`src/rtl/non_hwt_pkg.sv`:
```
// Shared types and helpers for the non_hwt pipelined reference gate.
// Holds the lane function, the default trigger and the select width rule.
package non_hwt_pkg;

    localparam logic [3:0] TRIG_DEF = 4'b1111;

    function automatic int sel_w(input int w);
        return (w > 1) ? $clog2(w) : 1;
    endfunction

    function automatic logic hwt_eval(
        input logic a,
        input logic b,
        input logic c,
        input logic d
    );
        return ((a & b) | c) & d;
    endfunction

endpackage

```
`src/rtl/non_hwt_pipe_counter.sv`:
```
// One lane's saturating rare-event counter.
// sat reports the next-state value at maximum so the parent can register it.
module rare_event_counter #(
    parameter int CNT_W = 16
) (
    input  logic             clk,
    input  logic             rst_n,
    input  logic             inc,
    input  logic             clr,
    output logic [CNT_W-1:0] cnt,
    output logic             sat
);

    localparam logic [CNT_W-1:0] MAX = '1;

    logic [CNT_W-1:0] nxt;

    // Clear wins over a same-cycle increment; the count never wraps.
    always_comb begin
        nxt = cnt;
        if (clr) begin
            nxt = '0;
        end else if (inc && (cnt != MAX)) begin
            nxt = cnt + CNT_W'(1);
        end
    end

    assign sat = (nxt == MAX);

    always_ff @(posedge clk or negedge rst_n) begin
        if (!rst_n) begin
            cnt <= '0;
        end else begin
            cnt <= nxt;
        end
    end

endmodule

```
`src/rtl/non_hwt_pipe.sv`:
```
// Pipelined, back-pressurable ((A&B)|C)&D gate with per-lane
// saturating trigger counters for trojan-activation monitoring.
module non_hwt_pipe
    import non_hwt_pkg::*;
#(
    parameter int         WIDTH  = 8,
    parameter int         STAGES = 2,
    parameter int         CNT_W  = 16,
    parameter logic [3:0] TRIG   = TRIG_DEF
) (
    input  logic                      clk,
    input  logic                      rst_n,
    input  logic                      in_valid,
    output logic                      in_ready,
    input  logic [WIDTH-1:0]          A,
    input  logic [WIDTH-1:0]          B,
    input  logic [WIDTH-1:0]          C,
    input  logic [WIDTH-1:0]          D,
    output logic                      out_valid,
    input  logic                      out_ready,
    output logic [WIDTH-1:0]          Y,
    input  logic                      clr_cnt,
    input  logic [sel_w(WIDTH)-1:0]   cnt_sel,
    output logic [CNT_W-1:0]          rare_cnt,
    output logic                      rare_sat
);

    logic [STAGES-1:0]            v;
    logic [STAGES-1:0]            v_nxt;
    logic [STAGES-1:0]            load;
    logic [STAGES-1:0][WIDTH-1:0] d;
    logic [STAGES-1:0][WIDTH-1:0] d_nxt;
    logic [WIDTH-1:0]             f;
    logic                         accept;

    logic [WIDTH-1:0][CNT_W-1:0]  cnt;
    logic [WIDTH-1:0]             sat_nxt;

    // A stage loads when empty or when its content moves on, so
    // bubbles collapse from the output side back to the input.
    always_comb begin : load_chain
        logic [STAGES-1:0] ld;
        ld = '0;
        ld[STAGES-1] = !v[STAGES-1] | out_ready;
        for (int k = STAGES - 2; k >= 0; k--) begin
            ld[k] = !v[k] | ld[k+1];
        end
        load = ld;
    end

    assign in_ready = load[0];
    assign accept   = in_valid & in_ready;

    for (genvar k = 0; k < STAGES; k++) begin : g_stage
        if (k == 0) begin : g_head
            assign v_nxt[0] = load[0] ? in_valid : v[0];
            assign d_nxt[0] = accept ? f : d[0];
        end else begin : g_body
            assign v_nxt[k] = load[k] ? v[k-1] : v[k];
            assign d_nxt[k] = (load[k] && v[k-1]) ? d[k-1] : d[k];
        end
    end

    always_ff @(posedge clk or negedge rst_n) begin
        if (!rst_n) begin
            v <= '0;
            d <= '0;
        end else begin
            v <= v_nxt;
            d <= d_nxt;
        end
    end

    assign Y         = d[STAGES-1];
    assign out_valid = v[STAGES-1];

    for (genvar i = 0; i < WIDTH; i++) begin : g_lane
        logic hit;

        assign f[i] = hwt_eval(A[i], B[i], C[i], D[i]);
        assign hit  = accept && ({A[i], B[i], C[i], D[i]} == TRIG);

        rare_event_counter #(
            .CNT_W(CNT_W)
        ) u_cnt (
            .clk  (clk),
            .rst_n(rst_n),
            .inc  (hit),
            .clr  (clr_cnt),
            .cnt  (cnt[i]),
            .sat  (sat_nxt[i])
        );
    end

    always_ff @(posedge clk or negedge rst_n) begin
        if (!rst_n) begin
            rare_sat <= 1'b0;
        end else begin
            rare_sat <= |sat_nxt;
        end
    end

    always_comb begin
        rare_cnt = '0;
        if (int'(cnt_sel) < WIDTH) begin
            rare_cnt = cnt[cnt_sel];
        end
    end

endmodule

```
`config.mk`:
```
export PLATFORM = sky130hd
export DESIGN_NAME = non_hwt_pipe
export DESIGN_NICKNAME = d
export VERILOG_FILES = /design/src/rtl/non_hwt_pkg.sv /design/src/rtl/non_hwt_pipe_counter.sv /design/src/rtl/non_hwt_pipe.sv
export SDC_FILE = /design/constraint.sdc
export NUM_CORES = 1
export LEC_CHECK = 0
export ABC_AREA = 1
export CAP_MARGIN = 0
export CORE_ASPECT_RATIO = 1.4
export CORE_MARGIN = 4
export CORE_UTILIZATION = 50
export CTS_BUF_LIST = sky130_fd_sc_hd__clkbuf_16
export CTS_CLUSTER_DIAMETER = 120
export DETAILED_ROUTE_END_ITERATION = 7
export PLACE_DENSITY = 0.68
export SYNTH_ARGS = -nofsm -noshare
export SYNTH_HDL_FRONTEND = slang
export SYNTH_HIERARCHICAL = 1
export SYNTH_SLANG_ARGS = --single-unit
```
`constraint.sdc`:
```
create_clock -name clk -period 2.55 [get_ports clk]
set_input_delay 0.255 -clock clk [delete_from_list [all_inputs] [get_ports clk]]
set_output_delay 0.255 -clock clk [all_outputs]
set_load 0.05 [all_outputs]
```
==> results of run 1 <==
==> per-stage QoR <==
step | setup slack [ns] | instance area [um^2]
6_report | 0.192 | 15300
2_1_floorplan | 0.216 | 12800
3_5_place_dp | -0.286 | 14700
4_1_cts | 0.0599 | 15300
5_1_grt | 0.00225 | 15300
3_3_place_gp | -0.256 | 14700
==> cell families after synthesis <==
group                    after synthesis
AO/OA/AOI/OAI                        144
buffers and inverters                446
flip-flops                           147
adder cells (fa/ha/maj)                8
AND/OR/NAND/NOR                     1387
XOR/XNOR                              24
==> worst reg2reg max path, cell delays in order (launching register included) <==
cell	delay (ns)
sky130_fd_sc_hd__dfrtp_1	0.43
sky130_fd_sc_hd__ha_1	0.24
sky130_fd_sc_hd__nand2_2	0.08
sky130_fd_sc_hd__nor2_4	0.16
sky130_fd_sc_hd__nand2_4	0.10
sky130_fd_sc_hd__nor2_4	0.15
sky130_fd_sc_hd__nor2_4	0.05
sky130_fd_sc_hd__buf_12	0.15
sky130_fd_sc_hd__o21ai_0	0.28
sky130_fd_sc_hd__nand3_1	0.17
sky130_fd_sc_hd__nor2_1	0.11
sky130_fd_sc_hd__nand2_1	0.07
sky130_fd_sc_hd__nor2_2	0.14
sky130_fd_sc_hd__nor2_1	0.08
sky130_fd_sc_hd__nand4_1	0.08
==> sequential cells by signal (all words and copies together), names as in the netlist <==
register,cells
Y,8
g_lane.u_cnt/cnt,128
d,8
rare_sat,1
v,2
==> synth_stat cells <==
cell type and n:
sky130_fd_sc_hd__nand2_2 33, sky130_fd_sc_hd__buf_4 13, sky130_fd_sc_hd__o21ai_2 24, sky130_fd_sc_hd__nand3_1 224, sky130_fd_sc_hd__nand4_1 41, sky130_fd_sc_hd__ha_1 8
sky130_fd_sc_hd__a21oi_1 64, sky130_fd_sc_hd__nor3_1 8, sky130_fd_sc_hd__nor2_4 32, sky130_fd_sc_hd__inv_1 395, sky130_fd_sc_hd__buf_2 13, sky130_fd_sc_hd__buf_6 16
sky130_fd_sc_hd__inv_2 1, sky130_fd_sc_hd__nand4_2 8, sky130_fd_sc_hd__clkbuf_1 8, sky130_fd_sc_hd__nand2_4 8, sky130_fd_sc_hd__dfrtp_1 147, sky130_fd_sc_hd__nor2_1 244
sky130_fd_sc_hd__o21ai_0 56, sky130_fd_sc_hd__nand2_1 764, sky130_fd_sc_hd__nor2_2 24, sky130_fd_sc_hd__nand3_2 1, sky130_fd_sc_hd__xor2_1 16, sky130_fd_sc_hd__xnor2_1 8
==> path summary, 6_finish.rpt <==
path | slack [ns] | start | end
max | 0.19 | g_lane[7].u_cnt/cnt[1]$_DFF_PN0_ | rare_sat$_DFF_PN0_
min | 0.29 | clr_cnt | g_lane[6].u_cnt/cnt[5]$_DFF_PN0_
max reg2reg | 0.19 | g_lane[7].u_cnt/cnt[1]$_DFF_PN0_ | rare_sat$_DFF_PN0_
min reg2reg | 0.48 | Y[2]$_DFFE_PN0P_ | Y[2]$_DFFE_PN0P_
max in group asynchronous | 1.47 | rst_n | g_lane[5].u_cnt/cnt[11]$_DFF_PN0_
min in group asynchronous | 0.37 | rst_n | Y[1]$_DFFE_PN0P_
==> timing repair <==
action | 4_1_cts | 5_1_grt
buffers inserted | 0 | 0
resized for setup | 0 | 11
endpoints found under the setup margin | 0 | 1
hold endpoints to repair | 54 | 0
hold buffers | 1 | 0
==> where the power goes <==
group | total, uW | internal [uW] | switching, uW
Combinational | 980 | 345 | 635
Sequential | 2440 | 2400 | 48.0
Clock | 2710 | 1710 | 1000
Total | 6140 | 4450 | 1680
==> metal layers <==
| metal | GRT usage, % | up-vias | routed length [um] |
|---|---|---|---|
| met1 | 34.7 | 6318 | 15800 |
| met5 | 0 | - | 0 |
| met4 | 13.5 | 0 | 1720 |
| met3 | 3.75 | 104 | 1860 |
| met2 | 48.8 | 396 | 19400 |
| li1 | - | 6898 | - |
==> layout make-up <==
type / instances / area [um^2] / share of cell area (%)
timing repair buffer: 195 / 1890 / 12.3
clock buffer: 17 / 425 / 2.77
tap: 319 / 399 / 2.60
sequential: 147 / 3680 / 24.0
clock inverter: 14 / 196 / 1.28
multi-input combinational: 1563 / 7260 / 47.4
inverter: 396 / 1490 / 9.69
==> flow_summary.json, run 1 <==
{
  "nFillCells": 2475,
  "area_delta_synth_final_pct": 20.0,
  "critical_path.startpoint_type": "flop",
  "synth.yosys.seq_area_share_pct": 28.8,
  "boundaryPins": 67,
  "power.total_uw": 6140,
  "detailedPlacementHpwl_mm": 30.3,
  "fin_hold_ws_ns": 0.285,
  "r2r.worst_path.cells": 14,
  "mostFrequentLayoutCells": "sky130_fd_sc_hd__nand2_1 (764), sky130_fd_sc_hd__inv_1 (398), sky130_fd_sc_hd__nor2_1 (243), sky130_fd_sc_hd__nand3_1 (224), sky130_fd_sc_hd__dfrtp_1 (145)",
  "drt_wl_total_mm": 38.8,
  "fp.dieH_um": 197,
  "post_route_cells_drive_above_1_share_pct": 13.3,
  "rsz0062_at_grt": "no",
  "grt_use_total_pct": 28.3,
  "numPortBuffers": 66,
  "synth_top_area_share_pct": 28.8,
  "clock-sinks": 147,
  "synth_area_per_cell_um2": 5.93,
  "finish.net_count": 2368,
  "cts_made_buffers": 17,
  "synth.lib_cells_used.distinct": 24,
  "relSlewSlack_pct": 59.7,
  "critical_path.most_common_cell": "sky130_fd_sc_hd__nor2_4",
  "ant_nets": 0,
  "first_pass_iters": 6,
  "setup.worst_path.end_class": "flop",
  "synthSimpleGateAreaFrac_pct": 47.9,
  "p_leak_uw": 0.00755,
  "synth_fp_nets": 2204,
  "timing_hold_violations_final": 0,
  "initial_core_util_pct": 50.5,
  "ctsHtreeMaxLevel": 4,
  "initialDrtViolationCount": 869,
  "post_synth_xor_area_fraction_pct": 1.65,
  "stdcell_count": 2651,
  "synth_mux_area_share_pct": 0,
  "post_drt_via_cell_ratio": 5.17,
  "timing.clock.skew_ns": 0.00818,
  "cts-root-to-sink-buffers": 2,
  "route.vias.total": 13716,
  "rows": 69,
  "chip_width_um": 143,
  "critical_path_buf_inv_count": 1,
  "commonest_non_fill_non_tap_cell_in_the_layout": "sky130_fd_sc_hd__nand2_1",
  "timing.final.setup_violations": 0,
  "slowest_stage": "sky130_fd_sc_hd__dfrtp_1",
  "maxCapViolations": 0,
  "fmax_ghz": 0.424,
  "cp.depth": 14,
  "synthesis.instances": 2156,
  "antenna_cells": 0,
  "worstMarginPinSlew_ns": 0.605,
  "post_drt_wl_per_cell_um": 14.6,
  "cts_root_buffer": "sky130_fd_sc_hd__clkbuf_16",
  "final_period_minus_worst_setup_slack_ns": 2.36,
  "maximum_number_of_pins_on_one_net_before_global_route_repair": 59,
  "worst-endpoint-required_ns": 2.91,
  "status": "finished clean",
  "area_of_the_die_um2": 28200,
  "count_of_unresolved_drc_violations_after_routing": 0,
  "post-route-period-util_pct": 92.5,
  "grt_pass1_wl_mm": 64.5,
  "postSynthRegisterBits": 147,
  "synthDominantAreaCellType": "sky130_fd_sc_hd__dfrtp_1",
  "ys.warnings.count": 6,
  "max_slew_violation_total_from_the_final_report": 0,
  "power.density_cell_area_nw_per_um2": 400,
  "finish.utilization_pct": 60.6,
  "cts_tree": "yes",
  "worst_hold_path_class": "in -> reg",
  "cp_max_fo": 17,
  "core_area_um2": 25300,
  "worstPathCellList": "ha_1 > nand2_2 > nor2_4 > nand2_4 > nor2_4 > nor2_4 > buf_12 > o21ai_0 > nand3_1 > nor2_1 > nand2_1 > nor2_2 > nor2_1 > nand4_1",
  "setup_tns_ns": 0,
  "synth-compound-area-share_pct": 6.35,
  "adder_and_majority_gate_portion_of_the_synthesized_area_pct": 0.783,
  "dpl.cell_count": 2619,
  "worstSetupPathType": "reg -> reg",
  "path_clk_slew_ns": 0.06,
  "peakVddDrop_mv": 0.462,
  "grt_antenna_before_repair": 0,
  "synth_top_family_by_area": "simple AND/OR/NAND/NOR gates",
  "crit_arrival_ns": 2.72,
  "total_standard_cell_area_after_synthesis_um2": 12800,
  "post_synth_main_area_contributors": "sky130_fd_sc_hd__dfrtp_1 (29%), sky130_fd_sc_hd__nand2_1 (22%), sky130_fd_sc_hd__inv_1 (12%)",
  "crit_path_max_incr_delay_ns": 0.43,
  "gp_congestion": 0.966,
  "via_count_of_the_first_global_routing_pass": 13418,
  "clock_latency_of_the_later_clocked_register_in_the_worst_skew_pair_ns": 0.43,
  "hold-path-cell-count": 2,
  "critical-path-top-delay-family": "simple AND/OR/NAND/NOR gates",
  "grt-ovfl-total": 0
}
(Power assumes the default switching activity.)
==> run 2, diff against run 1 <==
--- a/config.mk
+++ b/config.mk
@@ -13,8 +13,7 @@
 export CTS_BUF_LIST = sky130_fd_sc_hd__clkbuf_16
 export CTS_CLUSTER_DIAMETER = 120
 export DETAILED_ROUTE_END_ITERATION = 7
-export PLACE_DENSITY = 0.68
+export PLACE_DENSITY = 0.69
 export SYNTH_ARGS = -nofsm -noshare
 export SYNTH_HDL_FRONTEND = slang
-export SYNTH_HIERARCHICAL = 1
 export SYNTH_SLANG_ARGS = --single-unit
==> run 2 against run 1 <==
  * Synthesized cell count fell by 13%
  * Maximum frequency fell by 1.9%
  * Worst setup slack got worse by 0.045 ns
  * Via count fell by 12%
  * Critical endpoint is now rare_cnt[2]
==> flow_summary.json, run 2 <==
{
  "area_delta_synth_final_pct": 16.9,
  "setup_tns_ns": 0,
  "drt_wl_total_mm": 35.9,
  "post-route-period-util_pct": 94.3,
  "synthesis.instances": 1877,
  "grt_use_total_pct": 28.8,
  "dp_slack_ns": 0.0545,
  "synth_area_per_cell_um2": 6.15,
  "worstMarginPinSlew_ns": 0.685,
  "synth.yosys.seq_area_share_pct": 31.9,
  "cts_root_buffer": "sky130_fd_sc_hd__clkbuf_16",
  "maximum_number_of_pins_on_one_net_before_global_route_repair": 67,
  "chip_width_um": 136,
  "setup.worst_path.end_class": "primary output",
  "fp.dieH_um": 188,
  "gp_congestion": 0.954,
  "worst_hold_path_class": "in -> async",
  "postSynthRegisterBits": 147,
  "detailedPlacementHpwl_mm": 27.3,
  "route.vias.total": 12121,
  "cts_tree": "yes",
  "post_cts.repair.setup_buffers": 0,
  "maxCapViolations": 0,
  "worstPathCellList": "inv_1 > o21ai_1 > a221oi_1 > buf_4 > a31oi_1 > buf_12",
  "ys.warnings.count": 0,
  "numPortBuffers": 66,
  "critical_path.startpoint": "g_lane[4].u_cnt.cnt[2]$_DFF_PN0_",
  "seq_area_um2": 3680,
  "timing_hold_violations_final": 0,
  "timing.final.setup_violations": 0,
  "clock_latency_of_the_later_clocked_register_in_the_worst_skew_pair_ns": 0.44,
  "synth.lib_cells_used.distinct": 32,
  "cp_max_fo": 6,
  "r2r.worst_path.cells": 17,
  "startpoint_of_the_worst_register_to_register_path": "g_lane[1].u_cnt.cnt[1]$_DFF_PN0_",
  "cts-root-to-sink-buffers": 2,
  "finish.utilization_pct": 59.7,
  "relSlewSlack_pct": 54.3,
  "ctsHtreeMaxLevel": 4,
  "critical_path.startpoint_type": "flop",
  "finish.net_count": 1991,
  "initial_core_util_pct": 51.1,
  "initialDrtViolationCount": 928,
  "count_of_flip_flops_with_a_built_in_enable_after_synthesis": 0,
  "crit_path_max_incr_delay_ns": 0.44,
  "mostFrequentLayoutCells": "sky130_fd_sc_hd__nand2_1 (584), sky130_fd_sc_hd__inv_1 (319), sky130_fd_sc_hd__nor2_1 (226), sky130_fd_sc_hd__nand3_1 (209), sky130_fd_sc_hd__dfrtp_1 (147)",
  "largest_register_ff_count": 128,
  "antenna_cells": 0,
  "area_of_the_die_um2": 25600,
  "rows": 65,
  "power.density_cell_area_nw_per_um2": 474,
  "status": "finished clean",
  "grt_pass1_wl_mm": 58.4,
  "cts_made_buffers": 17,
  "via_count_of_the_first_global_routing_pass": 11685,
  "p_leak_uw": 0.00695,
  "async_flop_share_pct": 100,
  "commonest_non_fill_non_tap_cell_in_the_layout": "sky130_fd_sc_hd__nand2_1",
  "register_ranked_first_by_flip_flop_count": "g_lane.u_cnt.cnt",
  "core_area_um2": 22600,
  "count_of_unresolved_drc_violations_after_routing": 0,
  "synth_top_area_share_pct": 31.9,
  "post_drt_wl_per_cell_um": 15.9,
  "peakVddDrop_mv": 0.494,
  "post_route_cells_drive_above_1_share_pct": 7.77,
  "worst-endpoint-required_ns": 2.30,
  "slowest_stage": "sky130_fd_sc_hd__dfrtp_1",
  "multi_input_logic_area_um2": 6310,
  "crit_arrival_ns": 2.15,
  "setup_ws_ns": 0.147,
  "grt_antenna_before_repair": 0,
  "fmax_ghz": 0.416,
  "boundaryPins": 67,
  "worstSetupPathType": "reg -> out",
  "fin_hold_ws_ns": 0.402,
  "post_synth_main_area_contributors": "sky130_fd_sc_hd__dfrtp_1 (32%), sky130_fd_sc_hd__nand2_1 (19%), sky130_fd_sc_hd__inv_1 (10%)",
  "clock-sinks": 147,
  "rsz0062_at_grt": "no",
  "first_pass_iters": 6,
  "total_standard_cell_area_after_synthesis_um2": 11500,
  "path_clk_slew_ns": 0.07,
  "r2r_end": "rare_sat$_DFF_PN0_",
  "nFillCells": 2226,
  "max_slew_violation_total_from_the_final_report": 0,
  "synth_fp_nets": 1925,
  "timing.clock.skew_ns": 0.0122,
  "synthDominantAreaCellType": "sky130_fd_sc_hd__dfrtp_1",
  "final_period_minus_worst_setup_slack_ns": 2.40,
  "rrSetupSlack_ns": 0.23,
  "netlist_top_cells_count": "sky130_fd_sc_hd__nand2_1 (585), sky130_fd_sc_hd__inv_1 (318), sky130_fd_sc_hd__nor2_1 (227)",
  "synth_ff_type": "sky130_fd_sc_hd__dfrtp_1",
  "post_drt_via_cell_ratio": 5.37,
  "yosysMostFrequentCell": "sky130_fd_sc_hd__nand2_1",
  "grt-ovfl-total": 0,
  "ant_nets": 0
}
run 2: worst max-delay path: cells and delay by family, from the launching register on:
kind | cells | cell delay [ns]
DFF | 1 | 0.44
AOI/OAI and AO/OA | 3 | 0.78
buffers and inverters | 3 | 0.48
run 2: cell families (layout without fill, tap and decap cells):
family                     Yosys count  in the layout  synth area share, %
AOI/OAI and AO/OA                  153            153                 7.46
xor gates and xnor gates            41             41                 3.11
adders and majority gates            8              8                0.867
buffers and inverters              388            467                 13.8
DFF                                147            147                 31.9
muxes                                8              8                0.780
and+or+nand+nor                   1132           1132                 42.2
run 2: report_power, final:
| part | total (uW) | switching [uW] | internal [uW] |
|---|---|---|---|
| sequential | 2510 | 83.3 | 2430 |
| clock | 2800 | 1070 | 1730 |
| combinational | 1090 | 692 | 398 |
| total | 6400 | 1840 | 4550 |
run 2: stage by stage:
step                      area [um^2]  power [uW]  std cells
final                           13500        6400       2257
after global routing            13500        6640       2257
after CTS                       13500        6450       2257
after detailed placement        12800        3640       2224
after global placement          12800        3630       2224
after floorplan                 11500        3210       1877
run 2: final cells by class:
| cell class | count | area share, % |
|---|---|---|
| clock buffers | 17 | 3.15 |
| clock inverters | 15 | 1.59 |
| inverters | 320 | 8.91 |
| multi-input cells | 1342 | 46.8 |
| flip-flops and latches | 147 | 27.3 |
| well taps | 301 | 2.79 |
| repair buffers | 115 | 9.52 |
run 2: how the worst max path moves through the flow:
stage                               endpoint  slack, ns  depth (start not counted)
after global routing      rare_sat$_DFF_PN0_       0.02                         17
final                            rare_cnt[2]       0.15                          6
after floorplan                 rare_cnt[10]       0.29                          6
after CTS                        rare_cnt[2]       0.11                          6
after detailed placement  rare_sat$_DFF_PN0_       0.05                         15
after global placement    rare_sat$_DFF_PN0_       0.09                         15
run 2: layer usage:
layer	routed length, um	GRT usage, %	share of wire (%)	vias up
met5	0	0	0	-
met2	18400	50.6	51	411
li1	-	-	-	6020
met1	14100	34.1	39	5594
met3	1780	4.37	5.0	96
met4	1660	13.0	4.6	0
run 2: repair_timing:
item                       4_1_cts  5_1_grt
setup endpoints to repair        0        2
resized for setup                0        9
hold endpoints to repair        64        0
hold buffers                     1        0
==> run 3, diff against run 2 <==
--- a/config.mk
+++ b/config.mk
@@ -6,12 +6,12 @@
 export NUM_CORES = 1
 export LEC_CHECK = 0
 export ABC_AREA = 1
-export CAP_MARGIN = 0
+export CAP_MARGIN = 10
 export CORE_ASPECT_RATIO = 1.4
 export CORE_MARGIN = 4
 export CORE_UTILIZATION = 50
 export CTS_BUF_LIST = sky130_fd_sc_hd__clkbuf_16
-export CTS_CLUSTER_DIAMETER = 120
+export CTS_CLUSTER_DIAMETER = 30
 export DETAILED_ROUTE_END_ITERATION = 7
 export PLACE_DENSITY = 0.69
 export SYNTH_ARGS = -nofsm -noshare
==> results of run 3 <==
The final DEF is identical to that of run 2; final timing and power are the same.
